<file path="src/rtl/dma_master.sv">
// Single-channel AHB-Lite DMA master: copies up to 15 words, one NONSEQ read then one NONSEQ
// write per word. Define DMA_MASTER_ERR_ABORT_EN to abort a copy on an HRESP ERROR response.
module dma_master #(
  parameter int unsigned WORD_BYTES = 4
) (
  input  logic        hclk,
  input  logic        hreset_n,
  input  logic        dma_start,
  input  logic [31:0] src_addr,
  input  logic [31:0] dest_addr,
  input  logic [3:0]  transfer_length,
  input  logic        hready_i,
  input  logic [1:0]  hresp_i,
  input  logic [31:0] hrdata_i,
  output logic [31:0] haddr_o,
  output logic [1:0]  htrans_o,
  output logic        hwrite_o,
  output logic [2:0]  hsize_o,
  output logic [2:0]  hburst_o,
  output logic [3:0]  hprot_o,
  output logic        hmastlock_o,
  output logic [31:0] hwdata_o,
  output logic        busy,
  output logic        done,
  output logic        err
);

  localparam logic [1:0]  HtransIdle   = 2'b00;
  localparam logic [1:0]  HtransNonseq = 2'b10;
  localparam logic [31:0] AddrIncr     = 32'(WORD_BYTES);

  typedef enum logic [2:0] {
    StIdle,
    StRdAddr,
    StRdData,
    StWrAddr,
    StWrData,
    StFinish
  } state_e;

  state_e      state_q, state_d;
  logic        start_q, start_d;
  logic [31:0] src_q, src_d;
  logic [31:0] dst_q, dst_d;
  logic [3:0]  cnt_q, cnt_d;
  logic [31:0] data_q, data_d;
  logic        start_acc;
  logic        err_hit;

  assign start_acc = (state_q == StIdle) && dma_start && !start_q;

`ifdef DMA_MASTER_ERR_ABORT_EN
  logic err_q, err_d;

  assign err_hit = ((state_q == StRdData) || (state_q == StWrData)) && (hresp_i == 2'b01);

  // Sticky until the next accepted start.
  always_comb begin
    err_d = err_q;
    if (start_acc) err_d = 1'b0;
    if (err_hit)   err_d = 1'b1;
  end

  always_ff @(posedge hclk or negedge hreset_n) begin
    if (!hreset_n) begin
      err_q <= 1'b0;
    end else begin
      err_q <= err_d;
    end
  end

  assign err = err_q;
`else
  logic unused_hresp;

  assign unused_hresp = ^hresp_i;
  assign err_hit      = 1'b0;
  assign err          = 1'b0;
`endif

  // State register
  always_ff @(posedge hclk or negedge hreset_n) begin
    if (!hreset_n) begin
      state_q <= StIdle;
    end else begin
      state_q <= state_d;
    end
  end

  // Next-state logic
  always_comb begin
    state_d = state_q;
    unique case (state_q)
      StIdle: begin
        if (start_acc) state_d = (transfer_length == 4'd0) ? StFinish : StRdAddr;
      end
      StRdAddr: begin
        if (hready_i) state_d = StRdData;
      end
      StRdData: begin
        if (err_hit)       state_d = StFinish;
        else if (hready_i) state_d = StWrAddr;
      end
      StWrAddr: begin
        if (hready_i) state_d = StWrData;
      end
      StWrData: begin
        if (err_hit)       state_d = StFinish;
        else if (hready_i) state_d = (cnt_q > 4'd1) ? StRdAddr : StFinish;
      end
      StFinish: state_d = StIdle;
      default:  state_d = StIdle;
    endcase
  end

  // Datapath: pointers, remaining count, captured word and start-edge history
  always_comb begin
    start_d = dma_start;
    src_d   = src_q;
    dst_d   = dst_q;
    cnt_d   = cnt_q;
    data_d  = data_q;
    if (start_acc) begin
      src_d = src_addr;
      dst_d = dest_addr;
      cnt_d = transfer_length;
    end
    if ((state_q == StRdData) && hready_i && !err_hit) begin
      data_d = hrdata_i;
    end
    if ((state_q == StWrData) && hready_i && !err_hit) begin
      src_d = src_q + AddrIncr;
      dst_d = dst_q + AddrIncr;
      cnt_d = cnt_q - 4'd1;
    end
  end

  always_ff @(posedge hclk or negedge hreset_n) begin
    if (!hreset_n) begin
      start_q <= 1'b0;
      src_q   <= '0;
      dst_q   <= '0;
      cnt_q   <= '0;
      data_q  <= '0;
    end else begin
      start_q <= start_d;
      src_q   <= src_d;
      dst_q   <= dst_d;
      cnt_q   <= cnt_d;
      data_q  <= data_d;
    end
  end

  // Outputs are decoded from the state so a wait state holds them stable.
  always_comb begin
    haddr_o  = '0;
    htrans_o = HtransIdle;
    hwrite_o = 1'b0;
    hwdata_o = '0;
    busy     = 1'b1;
    done     = 1'b0;
    unique case (state_q)
      StIdle: busy = 1'b0;
      StRdAddr: begin
        htrans_o = HtransNonseq;
        haddr_o  = src_q;
      end
      StRdData: ;
      StWrAddr: begin
        htrans_o = HtransNonseq;
        hwrite_o = 1'b1;
        haddr_o  = dst_q;
      end
      StWrData: hwdata_o = data_q;
      StFinish: begin
        busy = 1'b0;
        done = 1'b1;
      end
      default: busy = 1'b0;
    endcase
  end

  assign hsize_o     = 3'b010;
  assign hburst_o    = 3'b000;
  assign hprot_o     = 4'b0011;
  assign hmastlock_o = 1'b0;

endmodule

</file>
<file path="config.mk">
export PLATFORM = sky130hd
export DESIGN_NAME = dma_master
export DESIGN_NICKNAME = d
export VERILOG_FILES = /design/src/rtl/dma_master.sv
export SDC_FILE = /design/constraint.sdc
export NUM_CORES = 1
export LEC_CHECK = 0
export CAP_MARGIN = 20
export CORE_ASPECT_RATIO = 0.8
export CORE_UTILIZATION = 43
export CTS_CLUSTER_DIAMETER = 60
export CTS_CLUSTER_SIZE = 8
export DETAILED_ROUTE_END_ITERATION = 7
export GPL_ROUTABILITY_DRIVEN = 0
export PLACE_DENSITY = 0.77
export RECOVER_POWER = 25
export SYNTH_ARGS = -nofsm -noshare
export SYNTH_HDL_FRONTEND = slang
export SYNTH_SLANG_ARGS = --single-unit
</file>
<file path="constraint.sdc">
create_clock -name hclk -period 1.7 [get_ports hclk]
set_input_delay 0.51 -clock hclk [delete_from_list [all_inputs] [get_ports hclk]]
set_output_delay 0.51 -clock hclk [all_outputs]
set_load 0.02 [all_outputs]
</file>
==> flow_summary.ini <==
[yosys]
synth_xor_area_share_pct = 0.563
synth-compound-area-share_pct = 14.3
synth_edf_count = 0
yosysMostFrequentCell = dfrtp_1
yosys.area_share.simple_pct = 25.6
synth_fa_ha_area_share_pct = 0.804
synth-seq-cells = 104
synth_top_family_by_area = simple AND/OR/NAND/NOR gates
ys_top_cells_by_count = dfrtp_1, nand2_1, nor2_1
syn_area_per_cell_um2 = 9.26
synth_top_area_share_pct = 41.8
muxShareOfSynthArea_pct = 11.3
synthCells = 672
synth-main-ff-cell = dfrtp_1
yosysWarningCount = 0
yosysTopAreaCell = dfrtp_1
synth-seq-area-share_pct = 41.8
synth_cell_type_count = 56
syn_area_um2 = 6220
async_flop_share_pct = 100
synthTopCellsByArea = dfrtp_1, mux2_2, mux2i_1, nand2_1, nand3_1

[clock_network]
cts_tree = done
cts_sinks = 104
cts_buffers = 9
clockRootBuffer = clkbuf_16
cts_buffer_depth = 2
h-tree-depth = 3
clk_pin_slew_ns = 0.08
clock_latency_ns = 0.39

[worst_setup_path]
slowest_stage = nor4_4
cp.depth = 8
r2r-start = dst_q[2]
cp_max_fo = 5
ff2ff_path_depth = 8
path_buf_inv = 2
start_kind = register
max_stage_delay_ns = 0.57
cp-startpoint = dst_q[2]
path_class = register to register
crit_required_ns = 1.96
endpoint_kind = register
worstPathCellList = ha_4 > nand4_1 > nor4_4 > buf_4 > buf_8 > a31oi_4 > a41o_1 > a221o_1
reg2reg_slack_ns = -0.92
arrival_ns = 2.88
reg2reg_to = dst_q[28]
crit_family = simple AND/OR/NAND/NOR gates

[finish]
drive_gt1_share_pct = 58.7
syn_to_final_growth_pct = 108
stdcell_count = 1247
final_util_pct = 93.4
fillers = 348
final_nets = 1171

[place]
dp_hpwl_um = 15900
io_buffers = 171
pre_cts_ws_ns = -0.678
placed_cells = 1126

[sta]
timing.final.crit_period_ns = 2.62
fmax_ghz = 0.381
report.final.slew_viol_count = 0
finalCritPeriodShare_pct = 154
tns_ns = -75.59
timing.final.ws_setup_ns = -0.923
tightest_slew_ns = 1.08
setup_viol = 170
rsz0062_at_grt = yes
slew_headroom_pct = 28.2
hold_viol = 0
skew_ns = 0.0196

[routing]
wl_per_cell_um = 33.3
vias_per_cell = 7.31
drt-total-wl_um = 41500
drc = 1
antenna_left = 0
vias = 9119
drtIter0Drc = 1728
first_pass_iters = 8

[pwr]
ir_worst_vdd_mv = 1.17
powerDensity_nw_per_um2 = 1720
p_leak_uw = 0.00546

[worst_hold_path]
hold_path.class = input port to async pin

[die]
dieHeight_um = 110
start_util_pct = 45.0
chipWidth_um = 137
dieArea_um2 = 15000
io_pins = 187
core_area_um2 = 13800
row_count = 38

[grt]
grt_usage_pct = 40.2
overflow = 0
grt_pass1_vias = 8064
antenna_found_initial = 2
grt_start_max_net_pins = 70
grt_pass1_wl_um = 44800

[outcome]
failed_checks = design-rule violations, negative setup slack
status = complete, but fails checks

[run]
cap_violations = 0
-- worst max path at each step --
stage / slack (ns) / to
3_3_place_gp: -0.63 / dst_q[22]
2_1_floorplan: -0.07 / dst_q[22]
6_report: -0.92 / dst_q[28]
4_1_cts: -0.50 / hwdata_o[7]
3_5_place_dp: -0.68 / dst_q[22]
5_1_grt: -0.89 / dst_q[28]
-- through the flow --
stage / total power [uW] / instance area [um^2] / hold WS [ns]
after floorplan: 9070 / 6680 / 0.214
after global placement: 12300 / 9510 / 0.459
after detailed placement: 12700 / 9510 / 0.467
after CTS: 17900 / 11400 / 0.179
after global routing: 22400 / 12900 / 0.248
final: 22200 / 12900 / 0.213
-- report_power, final --
group          switching, uW  internal, uW
combinational           7090          7240
clock                   1090          1420
sequential              1650          3670
-- cells by family after synthesis --
family	count (synthesis)
muxes	66
DFF	104
xor gates and xnor gates	4
other	2
buffers and inverters	71
adders and majority gates	4
and+or+nand+nor	300
AOI/OAI and AO/OA	121
-- routing by layer --
metal | vias up | part of all wire, % | track usage (%)
met5 | - | 0.25 | 0
met4 | 6 | 10 | 24.3
met3 | 492 | 15 | 11.5
met2 | 1097 | 42 | 66.5
met1 | 4269 | 33 | 46.6
li1 | 3255 | - | -
-- registers in the layout, summed over array words and instances (netlist names) --
register	flops
state_q	3
start_q	1
dst_q	32
data_q	32
cnt_q	4
src_q	32
-- layout by cell type, fill, tap and decap left out, types with 22 or more instances in the layout --
cell	Yosys	routed
clkdlybuf4s50_1	0	101
mux2i_4	0	31
and2_2	0	22
dfrtp_1	104	86
nand4_1	25	25
nor2_4	0	34
nand2_1	76	53
buf_6	0	114
mux2_4	0	32
buf_4	14	155
buf_12	0	26
nand3_1	44	24
-- area by class of cell --
| cell class | count | area (um^2) | share of cell area (%) |
|---|---|---|---|
| diodes | 1 | 2.50 | 0.0194 |
| repair buffers | 430 | 4610 | 35.7 |
| clock inverters | 4 | 75.1 | 0.581 |
| clock buffers | 12 | 267 | 2.06 |
| well taps | 180 | 225 | 1.74 |
| multi-input cells | 508 | 5080 | 39.3 |
| flip-flops and latches | 104 | 2630 | 20.3 |
| inverters | 8 | 32.5 | 0.252 |
-- repair_timing --
action | in CTS | in global routing
cloned | 7 | 8
gates resized for setup | 625 | 228
hold buffers | 0 | 0
buffers inserted | 49 | 57
hold endpoints to repair | 0 | 0
setup endpoints to repair | 169 | 170
pin swaps | 59 | 67
No activity file was read; power rests on OpenSTA's default activity.
